`src/rtl/adder_share_arbiter.sv`:
```
// Round-robin arbiter that time-shares one external combinational adder among
// NUM_REQ requesters, returning sum, unsigned carry and signed overflow per op.

module adder_share_lane #(
  parameter int IDX  = 0,
  parameter int ID_W = 2
) (
  input  logic            valid,
  input  logic [ID_W-1:0] rr_ptr,
  output logic            upper
);
  localparam logic [ID_W-1:0] IDX_L = ID_W'(IDX);

  // A request at or above the pointer wins over any request below it.
  assign upper = valid && (IDX_L >= rr_ptr);
endmodule

module adder_share_arbiter #(
  parameter  int NUM_REQ = 4,
  parameter  int DATA_W  = 16,
  localparam int ID_W    = (NUM_REQ > 1) ? $clog2(NUM_REQ) : 1
) (
  input  logic                      clk,
  input  logic                      rst,
  input  logic [NUM_REQ-1:0]        req_valid,
  output logic [NUM_REQ-1:0]        req_ready,
  input  logic [NUM_REQ*DATA_W-1:0] req_op1,
  input  logic [NUM_REQ*DATA_W-1:0] req_op2,
  output logic [DATA_W-1:0]         add_op1,
  output logic [DATA_W-1:0]         add_op2,
  input  logic [DATA_W-1:0]         add_sum,
  output logic                      rsp_valid,
  input  logic                      rsp_ready,
  output logic [ID_W-1:0]           rsp_id,
  output logic [DATA_W-1:0]         rsp_sum,
  output logic                      rsp_carry,
  output logic                      rsp_ovf,
  output logic                      busy
);
  typedef enum logic [1:0] {IDLE = 2'd0, EXEC = 2'd1, RESP = 2'd2} state_t;

  typedef struct packed {
    logic [ID_W-1:0]   id;
    logic [DATA_W-1:0] op1;
    logic [DATA_W-1:0] op2;
  } req_t;

  typedef struct packed {
    logic [DATA_W-1:0] sum;
    logic              carry;
    logic              ovf;
  } rsp_t;

  state_t                          state;
  req_t                            req_q;
  rsp_t                            rsp_q;
  logic [ID_W-1:0]                 rr_ptr;
  logic [NUM_REQ-1:0][DATA_W-1:0]  op1_v;
  logic [NUM_REQ-1:0][DATA_W-1:0]  op2_v;
  logic [NUM_REQ-1:0]              upper;
  logic [ID_W-1:0]                 gnt;
  logic                            any_vld;
  logic [ID_W-1:0]                 ptr_nxt;

  assign op1_v = req_op1;
  assign op2_v = req_op2;

  for (genvar i = 0; i < NUM_REQ; i++) begin : g_lane
    adder_share_lane #(.IDX(i), .ID_W(ID_W)) u_lane (
      .valid (req_valid[i]),
      .rr_ptr(rr_ptr),
      .upper (upper[i])
    );
  end

  // Lowest valid index is the wrap-around fallback; lowest index at/above the
  // pointer overrides it, giving a circular search starting at rr_ptr.
  always_comb begin
    gnt     = '0;
    any_vld = 1'b0;
    for (int i = NUM_REQ - 1; i >= 0; i--) begin
      if (req_valid[i]) begin
        gnt     = ID_W'(i);
        any_vld = 1'b1;
      end
    end
    for (int i = NUM_REQ - 1; i >= 0; i--) begin
      if (upper[i]) gnt = ID_W'(i);
    end
  end

  always_comb begin
    req_ready = '0;
    if (!rst && state == IDLE && any_vld) req_ready[gnt] = 1'b1;
  end

  assign ptr_nxt = (req_q.id == ID_W'(NUM_REQ - 1)) ? '0 : req_q.id + 1'b1;

  always_ff @(posedge clk) begin
    if (rst) begin
      state     <= IDLE;
      req_q     <= '0;
      rsp_q     <= '0;
      rr_ptr    <= '0;
      rsp_valid <= 1'b0;
      busy      <= 1'b0;
    end else begin
      case (state)
        IDLE: begin
          if (any_vld) begin
            req_q.id  <= gnt;
            req_q.op1 <= op1_v[gnt];
            req_q.op2 <= op2_v[gnt];
            busy      <= 1'b1;
            state     <= EXEC;
          end
        end
        EXEC: begin
          rsp_q.sum   <= add_sum;
          rsp_q.carry <= (add_sum < req_q.op1);
          rsp_q.ovf   <= (req_q.op1[DATA_W-1] == req_q.op2[DATA_W-1]) &&
                         (add_sum[DATA_W-1] != req_q.op1[DATA_W-1]);
          rsp_valid   <= 1'b1;
          state       <= RESP;
        end
        RESP: begin
          if (rsp_ready) begin
            rsp_valid <= 1'b0;
            busy      <= 1'b0;
            rr_ptr    <= ptr_nxt;
            state     <= IDLE;
          end
        end
        default: begin
          rsp_valid <= 1'b0;
          busy      <= 1'b0;
          state     <= IDLE;
        end
      endcase
    end
  end

  assign add_op1   = req_q.op1;
  assign add_op2   = req_q.op2;
  assign rsp_id    = req_q.id;
  assign rsp_sum   = rsp_q.sum;
  assign rsp_carry = rsp_q.carry;
  assign rsp_ovf   = rsp_q.ovf;
endmodule
```
`config.mk`:
```
export PLATFORM = sky130hd
export DESIGN_NAME = adder_share_arbiter
export DESIGN_NICKNAME = d
export VERILOG_FILES = /design/src/rtl/adder_share_arbiter.sv
export SDC_FILE = /design/constraint.sdc
export NUM_CORES = 1
export LEC_CHECK = 0
export CAP_MARGIN = 10
export CORE_ASPECT_RATIO = 0.7
export CORE_MARGIN = 2
export CORE_UTILIZATION = 35
export CTS_CLUSTER_DIAMETER = 200
export CTS_CLUSTER_SIZE = 28
export DETAILED_ROUTE_END_ITERATION = 10
export GPL_TIMING_DRIVEN = 0
export MAX_ROUTING_LAYER = met4
export PLACE_DENSITY = 0.78
export SLEW_MARGIN = 20
export SYNTH_ARGS = -nofsm -noshare
export SYNTH_HDL_FRONTEND = slang
export SYNTH_HIERARCHICAL = 1
export SYNTH_SLANG_ARGS = --single-unit
```
`constraint.sdc`:
```
create_clock -name clk -period 1.6 [get_ports clk]
set_input_delay 0.16 -clock clk [delete_from_list [all_inputs] [get_ports clk]]
set_output_delay 0.16 -clock clk [all_outputs]
set_load 0.05 [all_outputs]
```
==> reports/metrics.cfg <==
[outcome]
outcome=finished with violations
violations=setup timing

[route]
highest_layer=met4
wl_met3_um=1030
wl_met2_um=7990
wl_met1_um=6700
drc=0
vias=4142
drt-initial-drc-count=158
final_antenna_net_count=0
totalWireLength_um=16000
via_per_inst=5.32
dr.pass1.iters=4
wl_per_cell_um=20.6

[placed_design]
portBuffers=207
gp_congestion=0.886
hpwl_um=11500

[power]
intPower_uw=4310
p_per_area_nw_per_um2=912
power_uw=6800
power_frac_seq_pct=25.4
clkPwrFrac_pct=30.0
p_sw_share_pct=36.6
p_leak_uw=0.00307
comb_power_share_pct=44.6
p_sw_uw=2490
ir_drop_v=0.000464

[synthesis]
synth_nets=560
yosysTopAreaCell=dfxtp_1
synth.distinct_cells=44
yosys.area.top_type_share_pct=32.7
ys_seq_elements=58
synth_edf_count=0
yosysWarnings=6
synth_area_um2=3560
yosysSeqAreaShare_pct=32.7
synthCells=393
async_flop_share_pct=0
avgSynthCellArea_um2=9.05
synth_area_leaders=dfxtp_1 (33%), mux2_1 (10%), a221oi_1 (8.1%)
dominantRegCellSynth=dfxtp_1

[grt]
grt.overflow.total=0
grt_max_degree=11
grtUsageTotal_pct=29.1
antenna_found_initial=0
grt_pass1_wl_um=23900
grt_pass1_vias=4387

[setup_path]
crit_top_cell=buf_8
critPathBufInv=2
cp-start-kind=flop
cp_top_family=compound AO/OA/AOI/OAI gates
cp_max_fo=7
cpPeakStageDelay_ns=0.36
endpoint_kind=output pin
path_class=flop to output pin
slowest_stage=dfxtp_4
path_cells=a21boi_4 -> nor2_4 -> a211oi_4 -> buf_8 -> and3_4 -> buf_8
cp.arrival_ns=1.78
worstPathRequired_ns=1.44

[die]
ios=209
dieArea_um2=11000
die_y_um=88.3
core_um2=9800
rows=30
initial_core_util_pct=36.3
die_w_um=124

[sta]
rsz0062_at_grt=yes
relSlewSlack_pct=46.2
hold_violations=0
period_share_pct=121
slew_violations=0
worst_slack_ns=-0.341
setup_viol=37
tightest_slew_ns=0.807
max_freq_ghz=0.515
skew_ns=0.00403
min_period_ns=1.94

[layout]
mostFrequentLayoutCells=clkdlybuf4s50_1 (145), dlygate4sd2_1 (56), dfxtp_1 (44)
final_common_cell=clkdlybuf4s50_1
nNetsFinal=813
utilization_pct=76.2
layout-drive-gt1-share_pct=39.2
synthToLayoutAreaGrowth_pct=110
antenna_cells=0

[clocking]
clkSlewWorstSetupHoldPaths_ns=0.05
clk_path_buf_depth=2
h-tree-depth=3
numCtsBuffers=9
cts_tree=done
clock_sinks=58
clk_latency_ns=0.34
root_buffer=clkbuf_16

[run]
drv_cap=0

[worst_hold_path]
hp-class=input pin to flop

## registers in the layout (all words and copies together), names as in the netlist
| name | count |
|---|---|
| rsp_carry | 1 |
| add_op2 | 16 |
| state | 2 |
| rsp_ovf | 1 |
| rr_ptr | 2 |
| rsp_id | 2 |
| rsp_valid | 1 |
| add_op1 | 16 |
| rsp_sum | 16 |
| busy | 1 |
## final timing paths
path	slack [ns]	cells after the start	from	to
max	-0.34	6	rr_ptr[0]$_SDFFE_PP0P_	req_ready[3]
min	0.36	3	rst	state[0]$_SDFFE_PP0P_
max reg2reg	-0.30	9	rr_ptr[1]$_SDFFE_PP0P_	add_op1[15]$_SDFFE_PP0P_
min reg2reg	0.45	2	rsp_sum[6]$_SDFFE_PP0P_	rsp_sum[6]$_SDFFE_PP0P_
## per-stage QoR
| stage | setup TNS, ns | hold slack, ns | setup slack [ns] | area, um^2 | std cells |
|---|---|---|---|---|---|
| final | -8.64 | 0.360 | -0.341 | 7460 | 779 |
| after global routing | -10.76 | 0.389 | -0.400 | 7460 | 779 |
| after CTS | -7.80 | 0.258 | -0.386 | 7310 | 770 |
| after detailed placement | -41.45 | 0.451 | -1.51 | 6290 | 728 |
| after global placement | -39.61 | 0.446 | -1.51 | 6290 | 728 |
| after floorplan | -1.04 | 0.296 | -0.143 | 4060 | 393 |
## final cells by class
class                           count  area, um^2
Buffer                             30         343
Clock buffer                       12         268
Inverter                           18        70.1
Timing Repair Buffer              245        2450
Multi-Input combinational cell    284        2920
Fill cell                         654        2330
Sequential cell                    58        1200
Tap cell                          128         160
Clock inverter                      4        47.5
## power groups by stage
stage                     Combinational (uW)  Clock, uW  Sequential [uW]
after floorplan                         1070          0             2300
after global routing                    3190       2110             1740
final                                   3030       2040             1730
after global placement                  2590          0             1760
after detailed placement                2630          0             1760
after CTS                               2940       2040             1730
## cell families after synthesis
kind of cell	after synthesis	share of synthesized area, %
AND/OR/NAND/NOR	129	16.3
AO/OA/AOI/OAI	105	27.8
flip-flops	58	32.7
buffers and inverters	51	7.00
multiplexers	33	10.4
adder cells (fa/ha/maj)	16	5.63
XOR/XNOR	1	0.246
## cells in the mapped netlist, types with 3 or more instances
cell and n:
clkbuf_1 16, a21oi_1 25, nor2_1 29, nor3_1 7
mux2_1 32, inv_1 17, buf_4 4, nand2_1 69
buf_1 5, a221oi_2 15, buf_2 4, ha_1 16
nand2b_1 5, dfxtp_1 58, buf_6 3, a211oi_2 18
o21ai_1 3, a221oi_1 33
## metal layers
layer / vias to the layer above / GRT usage [%]
met4: 0 / 7.35
met5: - / -
met1: 1994 / 33.9
li1: 1957 / -
met2: 165 / 51.2
met3: 26 / 7.19
## what timing repair did
item	in CTS	in global routing
cloned	5	0
pin swaps	48	21
buffers inserted	22	15
hold buffers	0	0
resized for setup	186	24
endpoints found under the setup margin	105	49
## worst min-delay path: cells and delay by family
family,cells,cell delay [ns]
buffers and inverters,2,0.40
and+or+nand+nor,1,0.10
No activity file was read; power rests on OpenSTA's default activity.
